===== config.mk =====
export PLATFORM = sky130hd
export DESIGN_NAME = trng_sample_ctrl
export DESIGN_NICKNAME = d
export VERILOG_FILES = /design/src/rtl/trng_sample_ctrl.sv
export SDC_FILE = /design/constraint.sdc
export NUM_CORES = 1
export LEC_CHECK = 0
export CORE_AREA = 10 10 105 107
export CTS_CLUSTER_DIAMETER = 50
export CTS_CLUSTER_SIZE = 28
export DETAILED_ROUTE_END_ITERATION = 12
export DIE_AREA = 0 0 115 117
export HOLD_SLACK_MARGIN = 0.06
export PLACE_DENSITY = 0.7
export SYNTH_ARGS = -nofsm -noshare
export SYNTH_HDL_FRONTEND = slang
export SYNTH_SLANG_ARGS = --single-unit

===== constraint.sdc =====
create_clock -name clk -period 10.5 [get_ports clk]
set_clock_uncertainty 0.05 [all_clocks]
set_input_delay 2.1 -clock clk [delete_from_list [all_inputs] [get_ports clk]]
set_output_delay 2.1 -clock clk [all_outputs]
set_load 0.01 [all_outputs]

===== src/rtl/trng_sample_ctrl.sv =====
// trng_sample_ctrl
//
// Sampling controller for a free-running ring-oscillator entropy source.
// It releases the ring generator from reset, lets it warm up, then
// decimates its serial output into WORD_W-bit words. Each word is offered
// on a valid/ready port and held there until the consumer takes it.
//
// Handshake: a word transfers on every rising edge where
// data_valid & data_ready are both high. While data_valid is high,
// data_out and data_valid do not change until that transfer happens.
// The only exceptions are enable=0, a health fault, or rst.
//
// Optional feature macro: TRNG_HEALTH_TEST_EN
//   When it is defined, a repetition-count health test runs on the sample
//   stream. A run of REP_LIMIT identical samples parks the block in FAULT
//   and sets the sticky health_fail flag. The block leaves FAULT only
//   through IDLE, via enable=0 or rst. When the macro is undefined, FAULT
//   cannot be reached and health_fail stays 0.
//
// Parameters:
//   WARMUP_CYCLES  cycles the ring runs after release before sampling (1..65535)
//   DECIM          clocks per sampled bit (1..255)
//   WORD_W         bits per output word (2..64)
//   REP_LIMIT      identical-sample run length treated as a fault (2..255)
//
// Ports:
//   clk          sole clock, rising edge
//   rst          asynchronous, active-high reset
//   enable       level-sensitive run request
//   rg_bit       serial output of the ring generator
//   rg_rst       reset driven to the ring generator (high in IDLE and FAULT)
//   data_out     collected random word
//   data_valid   data_out holds a word
//   data_ready   consumer accepts the word
//   health_fail  sticky repetition-test fault
//   busy         high whenever the FSM is not in IDLE
//   state_dbg    current FSM state:
//                0 IDLE, 1 WARMUP, 2 COLLECT, 3 HOLD, 4 FAULT
module trng_sample_ctrl #(
   parameter int WARMUP_CYCLES = 256,
   parameter int DECIM         = 4,
   parameter int WORD_W        = 32,
   parameter int REP_LIMIT     = 32
) (
   input  logic              clk,
   input  logic              rst,
   input  logic              enable,
   input  logic              rg_bit,
   output logic              rg_rst,
   output logic [WORD_W-1:0] data_out,
   output logic              data_valid,
   input  logic              data_ready,
   output logic              health_fail,
   output logic              busy,
   output logic [2:0]        state_dbg
);

   typedef enum logic [2:0] {
      S_IDLE    = 3'd0,
      S_WARMUP  = 3'd1,
      S_COLLECT = 3'd2,
      S_HOLD    = 3'd3,
      S_FAULT   = 3'd4
   } state_t;

   state_t            state_q, state_n;
   logic [15:0]       warm_q, warm_n;
   logic [7:0]        dec_q, dec_n;
   logic [6:0]        bit_q, bit_n;
   logic [WORD_W-1:0] shreg_q, shreg_n;
   logic [WORD_W-1:0] dout_n;
   logic              dvalid_n;
   logic              hfail_n;
   logic              rg_rst_n;
   logic              sample_now;
   logic              fault_hit;
   logic [WORD_W-1:0] word_next;

`ifdef TRNG_HEALTH_TEST_EN
   logic [7:0] run_q, run_n;
   logic       prev_q, prev_n;
   logic [7:0] run_step;
`endif

   always_comb begin
      state_n    = state_q;
      warm_n     = warm_q;
      dec_n      = dec_q;
      bit_n      = bit_q;
      shreg_n    = shreg_q;
      dout_n     = data_out;
      dvalid_n   = data_valid;
      hfail_n    = health_fail;
      fault_hit  = 1'b0;
      sample_now = (dec_q == 8'(DECIM - 1));
      // New bits enter at the LSB, so the first sample of a word ends up at the MSB.
      word_next  = {shreg_q[WORD_W-2:0], rg_bit};
`ifdef TRNG_HEALTH_TEST_EN
      run_n    = run_q;
      prev_n   = prev_q;
      // A run count of zero means there is no previous sample yet, so the
      // first sample after warm-up always starts a new run.
      run_step = (run_q != 8'd0 && rg_bit == prev_q) ? run_q + 8'd1 : 8'd1;
`endif

      case (state_q)
         S_IDLE: begin
            warm_n   = '0;
            dec_n    = '0;
            bit_n    = '0;
            shreg_n  = '0;
            dvalid_n = 1'b0;
            hfail_n  = 1'b0;
`ifdef TRNG_HEALTH_TEST_EN
            run_n    = '0;
            prev_n   = 1'b0;
`endif
            if (enable) state_n = S_WARMUP;
         end
         S_WARMUP: begin
            if (warm_q == 16'(WARMUP_CYCLES - 1)) begin
               state_n = S_COLLECT;
               warm_n  = '0;
               dec_n   = '0;
               bit_n   = '0;
               shreg_n = '0;
`ifdef TRNG_HEALTH_TEST_EN
               run_n   = '0;
`endif
            end else begin
               warm_n = warm_q + 16'd1;
            end
         end
         S_COLLECT: begin
            if (sample_now) begin
               dec_n   = '0;
               shreg_n = word_next;
               bit_n   = bit_q + 7'd1;
`ifdef TRNG_HEALTH_TEST_EN
               run_n     = run_step;
               prev_n    = rg_bit;
               fault_hit = (run_step == 8'(REP_LIMIT));
`endif
               // The health check wins over word completion, so a fault on
               // the last bit of a word suppresses that word.
               if (fault_hit) begin
                  state_n  = S_FAULT;
                  hfail_n  = 1'b1;
                  dvalid_n = 1'b0;
                  shreg_n  = '0;
                  bit_n    = '0;
               end else if (bit_q == 7'(WORD_W - 1)) begin
                  state_n = S_HOLD;
                  dout_n  = word_next;
                  shreg_n = '0;
                  bit_n   = '0;
               end
            end else begin
               dec_n = dec_q + 8'd1;
            end
         end
         S_HOLD: begin
            // The first HOLD cycle raises data_valid. The word then sits
            // here until it is taken.
            if (!data_valid) begin
               dvalid_n = 1'b1;
            end else if (data_ready) begin
               dvalid_n = 1'b0;
               state_n  = S_COLLECT;
               dec_n    = '0;
               bit_n    = '0;
            end
         end
         S_FAULT: ;
         default: state_n = S_IDLE;
      endcase

      // Dropping enable overrides everything else. A transfer in the same
      // cycle still completes because data_valid falls either way.
      if (state_q != S_IDLE && !enable) begin
         state_n  = S_IDLE;
         warm_n   = '0;
         dec_n    = '0;
         bit_n    = '0;
         shreg_n  = '0;
         dout_n   = data_out;
         dvalid_n = 1'b0;
         hfail_n  = 1'b0;
`ifdef TRNG_HEALTH_TEST_EN
         run_n    = '0;
         prev_n   = 1'b0;
`endif
      end

      rg_rst_n = (state_n == S_IDLE) || (state_n == S_FAULT);
   end

   always_ff @(posedge clk or posedge rst) begin
      if (rst) begin
         state_q     <= S_IDLE;
         warm_q      <= '0;
         dec_q       <= '0;
         bit_q       <= '0;
         shreg_q     <= '0;
         rg_rst      <= 1'b1;
         data_out    <= '0;
         data_valid  <= 1'b0;
         health_fail <= 1'b0;
         busy        <= 1'b0;
`ifdef TRNG_HEALTH_TEST_EN
         run_q       <= '0;
         prev_q      <= 1'b0;
`endif
      end else begin
         state_q     <= state_n;
         warm_q      <= warm_n;
         dec_q       <= dec_n;
         bit_q       <= bit_n;
         shreg_q     <= shreg_n;
         rg_rst      <= rg_rst_n;
         data_out    <= dout_n;
         data_valid  <= dvalid_n;
         health_fail <= hfail_n;
         busy        <= (state_n != S_IDLE);
`ifdef TRNG_HEALTH_TEST_EN
         run_q       <= run_n;
         prev_q      <= prev_n;
`endif
      end
   end

   assign state_dbg = state_q;

endmodule


==> results.md <==
- Status: complete, no violations
- Worst hold-check path type: register to register
- CTS buffer count: 9
- Grt total ovfl: 0
- WHS Path Cells: 2
- Final min period: 4.096 ns
- NumNets Final: 466
- Via Count: 3119
- Flops & latches, synth: 100
- End of the worst hold path: shreg_q[28]
- Reg2reg setup slack: 7.95 ns
- Crit path kind: input port to register
- Final cell count without fillers: 574
- Fin util: 56.81%
- Largest family of logic cells by synthesized area: simple AND/OR/NAND/NOR gates
- Yosys cell types: 49
- VDD IR max: 0.05803 mV
- CTS HTree Levels: 3
- Mapped Cells: 420
- Clk slew on worst S/H paths: 0.10 ns
- Period utilisation layout: 39.01%
- Post-placement cell count: 558
- Setup TNS: 0 ns
- Worst r2r path cells: 5
- Hold Fails Final Rpt: 0
- Ys async rst share: 100.0%
- DRT Wirelength: 8.519 mm
- Die H: 117 um
- DRT iter0 DRCs: 162
- Yosys warns: 0
- Compound-Gate Fraction of Synth Area: 13.07%
- RSZ-0062 raised after global routing: false
- Dominant cells by area after synthesis: dfrtp_1 56%, mux2_2 8.4%, nand2_1 6.7%
- First-pass GRT wire length: 15.10 mm
- Worst Min Path Start: shreg_q[28]
- CTS tree: yes
- Pre-CTS WS: 6.012 ns
- Fraction of layout instances using a drive strength above 1: 14.69%
- Net Count, Synth: 428
- Vias per Instance: 5.434
- Drt wl/cell: 14.84 um
- Die area: 13460 um2
- Count leader, synth: dfrtp_1
- All-Layer GR Usage: 13.47%
- CP required: 10.67 ns
- DRT Pass-1 Iters: 4
- Post-synthesis mux area share: 8.877%
- Final setup margin: 6.404 ns
- Synth Area in Simple Gates: 16.79%
- Critical path endpoint category: register
- Synth Area in Adders: 0.8508%
- Clk Latency, worst-skew pair: 0.36 ns
- Register area share after synthesis: 56.75%
- TritonCTS Sinks: 100
- Longest Clk Path Bufs: 2
- MaxCap Viol Count: 0
- Core ar.: 9021 um2
- Worst R2R Start: warm_q[12]
- Effective utilization at floorplan: 48.90%
- Ys flop type: dfrtp_1
- Std cell rows: 35
- Post-CTS Resized: 0
- Power Density: 128.8 nW/um2
- Top cells by count, synth: 99 x dfrtp_1, 79 x nand2_1, 33 x mux2_2
- Final setup vio count: 0
- Post-Syn Area: 4412 um2
- Cts hold-fix bufs: 0
- Largest net degree at the start of global routing: 63
- Startpoint types: input port
- ANT nets after route: 0
- Post-synthesis xor/xnor area fraction: 0.7941%
- Final HPWL DP: 5.747 mm
- LEAKAGE: 2.276 nW
- Fmax achieved: 0.2441 GHz
- Post-synth EDFFs: 0
- Area leader, netlist: dfrtp_1
- Port Buf Inserts: 42
- Chip width: 115 um
- Routability cong.: 0.7783
- I/O Pins: 44
- Slew at the pin with the worst max-slew slack: 0.7781 ns
- Diodes inserted: 0
- Residual DRC: 0
- Crit path DAT: 4.27 ns
- Synth top area share: 56.15%
- Area growth syn-to-layout: 16.17%
- Avg Inst Size Synth: 10.50 um2
- Vias in the first global route: 3108
- Slew margin rel.: 47.94%
- Max FO, Critical Path: 62
- Initial antenna violation count: 0
- Clock root cell: clkbuf_8
- Postcts setup bufs: 0
- R2r endpoint: warm_q[7]
- Slew Viols, Final: 0
[sequential cells by signal, summed over array words and instances (netlist names), 3 cells and up]
register and count:
data_out 32, warm_q 16, bit_q 7, shreg_q 31, dec_q 8, state_dbg 3
[metrics by stage]
stage,hold WS [ns],area (um2),total power [mW]
4_1_cts,0.4655,5125,0.6676
2_1_floorplan,0.4000,4412,0.4195
3_5_place_dp,0.4425,4933,0.4291
6_report,0.4597,5125,0.6599
5_1_grt,0.4880,5125,0.6866
3_3_place_gp,0.4353,4933,0.4280
[power breakdown]
group	internal [mW]	leakage, nW	total, mW	switching (mW)
clock	0.0925	0.0993	0.239	0.147
combinational	0.00873	0.788	0.0320	0.0233
sequential	0.387	1.39	0.388	0.00188
total	0.488	2.28	0.660	0.172
[critical path, stage by stage]
cell and delay (ns):
clkdlybuf4s50_1 0.58, nor2b_1 0.27, nand3b_1 0.36, o211ai_4 0.28, buf_4 0.49, o21ai_0 0.18
[logic make-up after synthesis]
| kind of cell | Yosys count |
|---|---|
| AO/OA/AOI/OAI | 95 |
| XOR/XNOR | 4 |
| adder cells (fa/ha/maj) | 3 |
| buffers and inverters | 28 |
| flip-flops | 100 |
| multiplexers | 35 |
| other | 1 |
| AND/OR/NAND/NOR | 154 |
[placed cells by master, fill, tap and decap left out, types with 4 or more instances in the layout]
cell              n
a21oi_1           8
o21ai_1          30
clkdlybuf4s50_1  42
inv_1             6
mux2_2           33
clkbuf_8          9
nand3_1          14
a22o_1            5
o21ai_0          31
o31ai_1           7
nand2_1          79
nand4_1           4
buf_4             6
dfrtp_1          99
and3_1            9
nor2_1           19
nor2b_1           4
nor3_1            4
[worst max path at each step]
stage,startpoint,endpoint,cells past startpoint
finish,enable,shreg_q[7],6
global route,enable,warm_q[12],6
CTS,enable,shreg_q[7],6
detailed placement,enable,warm_q[12],6
global placement,enable,shreg_q[3],6
floorplan,rst,bit_q[0],1
[area by class of cell]
type,instances,area [um2]
Clock buffer,9,123.9
Clock inverter,7,67.56
Fill cell,766,3896
Inverter,7,28.78
Multi-Input combinational cell,292,1797
Sequential cell,100,2504
Tap cell,111,138.9
Timing Repair Buffer,48,465.4
[layer usage]
metal  vias to the layer above  part of all wire, %  global-route usage (%)
met2                        40                   48                   22.11
met1                      1529                   47                   17.07
met3                         8                  3.9                   3.415
li1                       1542                    -                       -
met5                         -                    0                       0
met4                         0                  1.3                   4.208
Note: power is estimated with default switching activity, not from simulation.
